### config.mk
export PLATFORM = sky130hd
export DESIGN_NAME = wb_ctrl
export DESIGN_NICKNAME = d
export VERILOG_FILES = /design/src/rtl/wb_ctrl_pkg.sv /design/src/rtl/wb_ctrl_load_ext.sv /design/src/rtl/wb_ctrl.sv
export SDC_FILE = /design/constraint.sdc
export NUM_CORES = 1
export LEC_CHECK = 0
export ABC_AREA = 1
export BUFFER_PORTS_ARGS = -buffer_cell sky130_fd_sc_hd__buf_2
export CAP_MARGIN = 20
export CORE_ASPECT_RATIO = 1.4
export CORE_UTILIZATION = 56
export CTS_BUF_LIST = sky130_fd_sc_hd__clkbuf_2
export DETAILED_ROUTE_END_ITERATION = 16
export PLACE_DENSITY = 0.95
export SLEW_MARGIN = 20
export SYNTH_ARGS = -nofsm -noshare
export SYNTH_HDL_FRONTEND = slang
export SYNTH_HIERARCHICAL = 1
export SYNTH_SLANG_ARGS = --single-unit
### constraint.sdc
create_clock -name clk -period 6.08 [get_ports clk]
set_clock_uncertainty 0.15 [all_clocks]
set_input_delay 0.912 -clock clk [delete_from_list [all_inputs] [get_ports clk]]
set_output_delay 0.912 -clock clk [all_outputs]
set_load 0.005 [all_outputs]
### src/rtl/wb_ctrl_pkg.sv
// Shared definitions for the write-back controller.
// Holds the wb_sel encodings, address-region nibbles, load funct3 codes,
// the FSM state type and a helper that decodes the load source region.
package wb_ctrl_pkg;

    // Write-back source select; 2'b11 is treated as ALU.
    localparam logic [1:0] WbSelAlu  = 2'b00;
    localparam logic [1:0] WbSelLoad = 2'b01;
    localparam logic [1:0] WbSelPc4  = 2'b10;

    // Region nibbles on address bits [31:28]. DMEM matches 4'b00x1.
    localparam logic [3:0] RegionDmemA = 4'b0001;
    localparam logic [3:0] RegionDmemB = 4'b0011;
    localparam logic [3:0] RegionBios  = 4'b0100;
    localparam logic [3:0] RegionMmio  = 4'b1000;

    // Load funct3 codes.
    localparam logic [2:0] F3Lb  = 3'b000;
    localparam logic [2:0] F3Lh  = 3'b001;
    localparam logic [2:0] F3Lw  = 3'b010;
    localparam logic [2:0] F3Lbu = 3'b100;
    localparam logic [2:0] F3Lhu = 3'b101;

    typedef enum logic {
        StIdle     = 1'b0,
        StMmioWait = 1'b1
    } state_e;

    typedef enum logic [1:0] {
        SrcNone = 2'b00,
        SrcDmem = 2'b01,
        SrcBios = 2'b10,
        SrcMmio = 2'b11
    } src_e;

    function automatic src_e decode_region(input logic [3:0] nib);
        src_e src;
        if ((nib == RegionDmemA) || (nib == RegionDmemB)) begin
            src = SrcDmem;
        end else if (nib == RegionBios) begin
            src = SrcBios;
        end else if (nib == RegionMmio) begin
            src = SrcMmio;
        end else begin
            src = SrcNone;
        end
        return src;
    endfunction

endpackage

### src/rtl/wb_ctrl_load_ext.sv
// Load data extraction and extension.
// Ports:
//   funct3_i  load width/sign code
//   offset_i  byte offset (address bits [1:0])
//   word_i    32-bit word read from memory
//   data_o    extended 32-bit load result
// Misaligned halfword/word accesses select the aligned lane; no trap.
module wb_ctrl_load_ext
    import wb_ctrl_pkg::*;
(
    input  logic [2:0]  funct3_i,
    input  logic [1:0]  offset_i,
    input  logic [31:0] word_i,
    output logic [31:0] data_o
);

    logic [7:0]  w_byte;
    logic [15:0] w_half;

    always_comb begin
        w_byte = word_i[7:0];
        case (offset_i)
            2'd0: w_byte = word_i[7:0];
            2'd1: w_byte = word_i[15:8];
            2'd2: w_byte = word_i[23:16];
            2'd3: w_byte = word_i[31:24];
            default: w_byte = word_i[7:0];
        endcase
        // Bit 0 of the offset is ignored for halfwords.
        w_half = offset_i[1] ? word_i[31:16] : word_i[15:0];
    end

    always_comb begin
        data_o = word_i;
        case (funct3_i)
            F3Lb:    data_o = {{24{w_byte[7]}}, w_byte};
            F3Lbu:   data_o = {24'd0, w_byte};
            F3Lh:    data_o = {{16{w_half[15]}}, w_half};
            F3Lhu:   data_o = {16'd0, w_half};
            F3Lw:    data_o = word_i;
            default: data_o = word_i;
        endcase
    end

endmodule

### src/rtl/wb_ctrl.sv
// Write-back stage controller.
// Registers the EX-stage result, selects ALU / load / PC+4 data for the
// register file, waits for MMIO reads with a timeout, and raises stalls for
// load-use hazards and outstanding MMIO reads.
// Ports:
//   clk, rst                       clock, synchronous active-high reset
//   ex_*                           EX-stage instruction fields
//   id_rs1_i/id_rs2_i, id_use_*    ID-stage source registers and usage
//   dmem_rdata_i, bios_rdata_i     synchronous RAM read data (WB cycle)
//   mmio_ready_i, mmio_rdata_i     MMIO completion and read data
//   mmio_req_o                     MMIO read request
//   wb_we_o, wb_addr_o, wb_data_o  register-file write port
//   stall_o                        hold IF/ID/EX
//   err_o                          sticky MMIO timeout flag
module wb_ctrl
    import wb_ctrl_pkg::*;
#(
    parameter int unsigned MMIO_TIMEOUT = 16
) (
    input  logic        clk,
    input  logic        rst,
    input  logic        ex_valid_i,
    input  logic        ex_reg_we_i,
    input  logic [4:0]  ex_rd_i,
    input  logic [1:0]  ex_wb_sel_i,
    input  logic [2:0]  ex_funct3_i,
    input  logic [31:0] ex_alu_result_i,
    input  logic [31:0] ex_pc_plus4_i,
    input  logic [4:0]  id_rs1_i,
    input  logic [4:0]  id_rs2_i,
    input  logic        id_use_rs1_i,
    input  logic        id_use_rs2_i,
    input  logic [31:0] dmem_rdata_i,
    input  logic [31:0] bios_rdata_i,
    input  logic        mmio_ready_i,
    input  logic [31:0] mmio_rdata_i,
    output logic        mmio_req_o,
    output logic        wb_we_o,
    output logic [4:0]  wb_addr_o,
    output logic [31:0] wb_data_o,
    output logic        stall_o,
    output logic        err_o
);

    localparam int unsigned CntW = (MMIO_TIMEOUT > 1) ? $clog2(MMIO_TIMEOUT) : 1;

    // WB pipeline register
    logic        r_valid;
    logic        r_we;
    logic [4:0]  r_rd;
    logic [1:0]  r_wb_sel;
    logic [2:0]  r_funct3;
    logic [31:0] r_alu;
    logic [31:0] r_pc4;

    state_e          r_state, w_state_d;
    logic [CntW-1:0] r_cnt, w_cnt_d;
    logic            r_err, w_err_d;

    logic        w_mmio_load;
    logic        w_timeout;
    logic        w_busy;
    logic        w_waiting;
    logic        w_force_zero;
    logic        w_load_use;
    src_e        w_src;
    logic [31:0] w_word;
    logic [31:0] w_ext;

    assign w_src       = decode_region(r_alu[31:28]);
    assign w_mmio_load = r_valid & (r_wb_sel == WbSelLoad) & (w_src == SrcMmio);
    assign w_timeout   = (r_cnt == CntW'(MMIO_TIMEOUT - 1));

    always_comb begin
        w_word = 32'd0;
        case (w_src)
            SrcDmem: w_word = dmem_rdata_i;
            SrcBios: w_word = bios_rdata_i;
            SrcMmio: w_word = mmio_rdata_i;
            default: w_word = 32'd0;
        endcase
    end

    wb_ctrl_load_ext u_load_ext (
        .funct3_i (r_funct3),
        .offset_i (r_alu[1:0]),
        .word_i   (w_word),
        .data_o   (w_ext)
    );

    // FSM next state and MMIO handshake outputs
    always_comb begin
        w_state_d    = r_state;
        w_cnt_d      = r_cnt;
        w_err_d      = r_err;
        w_busy       = 1'b0;
        w_waiting    = 1'b0;
        w_force_zero = 1'b0;
        mmio_req_o   = 1'b0;
        case (r_state)
            StIdle: begin
                if (w_mmio_load) begin
                    w_state_d  = StMmioWait;
                    w_cnt_d    = '0;
                    mmio_req_o = 1'b1;
                    w_busy     = 1'b1;
                    w_waiting  = 1'b1;
                end
            end
            StMmioWait: begin
                mmio_req_o = 1'b1;
                if (mmio_ready_i) begin
                    // Ready wins over a coincident timeout.
                    w_state_d = StIdle;
                end else if (w_timeout) begin
                    w_state_d    = StIdle;
                    w_err_d      = 1'b1;
                    w_force_zero = 1'b1;
                end else begin
                    w_cnt_d   = r_cnt + CntW'(1);
                    w_busy    = 1'b1;
                    w_waiting = 1'b1;
                end
            end
            default: w_state_d = StIdle;
        endcase
    end

    always_comb begin
        wb_data_o = r_alu;
        case (r_wb_sel)
            WbSelLoad: wb_data_o = w_force_zero ? 32'd0 : w_ext;
            WbSelPc4:  wb_data_o = r_pc4;
            default:   wb_data_o = r_alu;
        endcase
    end

    assign w_load_use = ex_valid_i & ex_reg_we_i & (ex_wb_sel_i == WbSelLoad)
                      & (ex_rd_i != 5'd0)
                      & ((id_use_rs1_i & (id_rs1_i == ex_rd_i))
                       | (id_use_rs2_i & (id_rs2_i == ex_rd_i)));

    // Reset abandons any in-flight access, so no write in that cycle.
    assign wb_we_o   = r_valid & r_we & (r_rd != 5'd0) & ~w_waiting & ~rst;
    assign wb_addr_o = r_rd;
    assign stall_o   = w_load_use | w_busy;
    assign err_o     = r_err;

    always_ff @(posedge clk) begin
        if (rst) begin
            r_state  <= StIdle;
            r_cnt    <= '0;
            r_err    <= 1'b0;
            r_valid  <= 1'b0;
            r_we     <= 1'b0;
            r_rd     <= 5'd0;
            r_wb_sel <= WbSelAlu;
            r_funct3 <= 3'd0;
            r_alu    <= 32'd0;
            r_pc4    <= 32'd0;
        end else begin
            r_state <= w_state_d;
            r_cnt   <= w_cnt_d;
            r_err   <= w_err_d;
            // Only an outstanding MMIO read holds WB; load-use stalls do not.
            if (!w_busy) begin
                r_valid  <= ex_valid_i;
                r_we     <= ex_reg_we_i;
                r_rd     <= ex_rd_i;
                r_wb_sel <= ex_wb_sel_i;
                r_funct3 <= ex_funct3_i;
                r_alu    <= ex_alu_result_i;
                r_pc4    <= ex_pc_plus4_i;
            end
        end
    end

endmodule

==> summary.md <==
| Metric | Value |
|---|---|
| Slew Limit Fails | `0` |
| Via Count | `7,385` |
| Finish-stage setup viols | `0` |
| Worst setup path end | `wb_data_o[23]` |
| Clock Tree Root | `clkbuf_2` |
| Layout cell share with drive strength beyond 1 | `22.7%` |
| CTS Sinks | `82` |
| Vias per cell | `5.49` |
| Synth top area cells | `dfxtp_1, nand2_1, nor2_1` |
| Fillers | `1,005` |
| Clk Latency, worst-skew pair | `530 ps` |
| Commonest cells in the netlist | `nand2_1, nor2_1, nand3_1` |
| Rel. slew slack | `29.9%` |
| Power Dens Cells | `181 nW/um^2` |
| Final GP Congestion | `0.989` |
| Dominant synthesized flop cell | `dfxtp_1` |
| Slowest stage cell, crit path | `dfxtp_1` |
| Starting Density | `57.8%` |
| Vias in the first global route | `6,548` |
| Critical path data required time | `5020 ps` |
| 1st-iter DRT viols | `726` |
| Register area | `1640 um^2` |
| First-pass GRT wire length | `30.4 mm` |
| Die Area | `11,200 um^2` |
| FP Rows | `44` |
| Critical path depth | `13` |
| Gate Count Post-Synth | `1,031` |
| Worst path cell trace | `buf_4 -> nor2_8 -> nand3_1 -> nand3_1 -> nand3_1 -> nand2_1 -> inv_1 -> nand2_2 -> nand3_4 -> nand3_1 -> nand3_1 -> a22oi_1 -> buf_2` |
| Routed Antenna Nets | `0` |
| Setup Buffers After CTS | `0` |
| Die Height | `125 um` |
| Syn-to-layout area delta | `17.9%` |
| Fin area | `7120 um^2` |
| RSZ-0062 raised after global routing | `false` |
| Final period util | `72.4%` |
| CP bufs+invs | `3` |
| Largest family of logic cells by synthesized area | `simple AND/OR/NAND/NOR gates` |
| Final hold viol count | `0` |
| GR Util All Layers | `33.7%` |
| Total Wirelength | `19.2 mm` |
| Initial antenna violation count | `2` |
| Crit path kind | `reg2out` |
| Delay-heaviest family, CP | `simple AND/OR/NAND/NOR gates` |
| Mux contribution to synthesized area | `0%` |
| Footprint of the multi-input gates | `3550 um^2` |
| Worst hold-check path type | `reg2reg` |
| Critical Path Source | `r_alu[30]` |
| Setup tns final | `0 ps` |
| Synth Area in Simple Gates | `47.5%` |
| Maxcap violations | `0` |
| Peak VDD IR | `143 uV` |
| Fin nets | `1,391` |
| Congestion Overflow GR | `0` |
| Status | `complete, no violations` |
| Reg2reg end | `r_pc4[4]` |
| FF-to-FF setup slack | `2780 ps` |
| DR WL/cell | `14.3 um` |
| Async SR Flop Fraction | `0%` |
| Post-CTS resize count | `0` |
| CP endpoint kind | `output port` |
| IO Port Bufs | `227` |
| Syn_area_per_cell | `5.86 um^2` |
| Worst path max stage delay | `510 ps` |
| Cell mode on critical path | `nand3_1` |
| Most common cell in the synthesized netlist | `nand2_1` |
| H-tree levels | `3` |
| Clock Pin Slew Worst Setup and Hold Paths | `230 ps` |
| DRC errors left | `0` |
| CTS Buf Count | `9` |
| # hold bufs at CTS | `0` |
| R2r worst-path depth | `8` |
| Syn nets | `1,221` |
| Fmax | `227 MHz` |
| CTS tree | `yes` |
| Synth Cell Area | `6040 um^2` |
| Crit start category | `flop` |
| Fin crit period | `4400 ps` |
| Adder-Cell Fraction of Synth Area | `0.621%` |
| Final HPWL DP | `14.2 mm` |
| Actual slew at the worst max-slew pin | `1050 ps` |
| Cell taking the most area after synthesis | `dfxtp_1` |
| # IOs | `228` |
| Core footprint | `10,500 um^2` |
| R2R Path Start | `r_alu[30]` |
| Post-synthesis compound-gate area fraction | `10.1%` |
| Area share of the largest cell type after synthesis | `27.2%` |
| Largest net degree at the start of global routing | `113` |
| Static leakage | `3.74 nW` |
| Xor and xnor fraction of the mapped netlist area | `0%` |
| Clock tree buffer depth | `2` |
| Register area share after synthesis | `27.2%` |
| Post-synth EDFFs | `0` |
| CP max FO | `34` |
| Worst Path Arrival | `3340 ps` |
| Synth Register Bits | `82` |
| Synth cell types | `31` |
| Die Wd | `89.8 um` |
| Placed inst area | `6970 um^2` |
| Drt pass-1 iters | `6` |
| Syn. warnings | `6` |
-- tightest hold or removal path: cells and delay by family, from the launching register on --
family	cells	cell delay [ps]
flops	1	350
compound gates	1	60
buf+inv	1	50
-- report_power, final --
group	internal [mW]	switching, mW	leakage (nW)	total [mW]
Clock	0.135	0.192	0.0756	0.326
Combinational	0.154	0.219	2.98	0.373
Sequential	0.567	0.0214	0.682	0.588
-- per-stage QoR --
| step | std cells | power (mW) | utilization, % | hold slack [ps] | worst slack, ps |
|---|---|---|---|---|---|
| 4_1_cts | 1343 | 1.28 | 67.9 | 325 | 1710 |
| 5_1_grt | 1345 | 1.36 | 68.1 | 350 | 1320 |
| 2_1_floorplan | 1031 | 0.821 | - | 297 | 3010 |
| 6_report | 1345 | 1.29 | 68.1 | 326 | 1680 |
| 3_5_place_dp | 1328 | 0.960 | 66.7 | 302 | 2370 |
| 3_3_place_gp | 1328 | 0.957 | 66.7 | 284 | 2350 |
-- kinds of logic (layout without fill, tap and decap cells) --
group / Yosys count / count (layout)
fa+ha+maj: 3 / 3
buf+inv: 188 / 362
compound gates: 103 / 103
simple gates: 655 / 655
flops: 82 / 82
other cells: 0 / 2
-- registers in the layout (all words and copies together), names as in the netlist --
register,count
r_alu,32
r_pc4,32
wb_addr_o,5
r_cnt,4
r_funct3,3
r_wb_sel,2
err_o,1
r_state,1
r_valid,1
r_we,1
-- cell usage in the layout, fill, tap and decap left out, drive strengths merged --
master and n:
dfxtp 82, a21oi 44, a22oi 32, or2 2, nor2 192, nand2 278
clkinvlp 1, o21ai 17, buf 234, bufinv 2, diode 2, ha 3
nand4 40, inv 113, clkbuf 10, clkinv 2, o22ai 8, nand3 140
o21bai 2, nor3 3
-- worst min path at each step --
stage	cells past startpoint	slack [ps]	startpoint	end
5_1_grt	3	350	ex_alu_result_i[10]	r_alu[10]
3_5_place_dp	2	300	err_o	err_o
4_1_cts	2	330	err_o	err_o
3_3_place_gp	2	280	err_o	err_o
2_1_floorplan	2	300	err_o	err_o
6_report	2	330	err_o	err_o
-- final cells by class --
class / count / area share (%)
antenna: 2 / 0.0703
clock buffer: 10 / 0.703
clock inverter: 5 / 1.12
inverter: 113 / 6.03
multi-input combinational: 761 / 49.9
sequential: 82 / 23.1
tap: 138 / 2.43
timing repair buffer: 234 / 16.7
-- routing by layer --
metal  GRT usage (%)  part of all wire [%]  wire length [um]  vias to the layer above
met5               0                     0                 0                        -
li1                -                     -                 -                     3639
met1            37.7                    38              7230                     3206
met3            8.24                   9.6              1840                       83
met2            56.3                    47              9040                      457
met4            22.6                   5.8              1110                        0
Note: power is estimated with default switching activity, not from simulation.
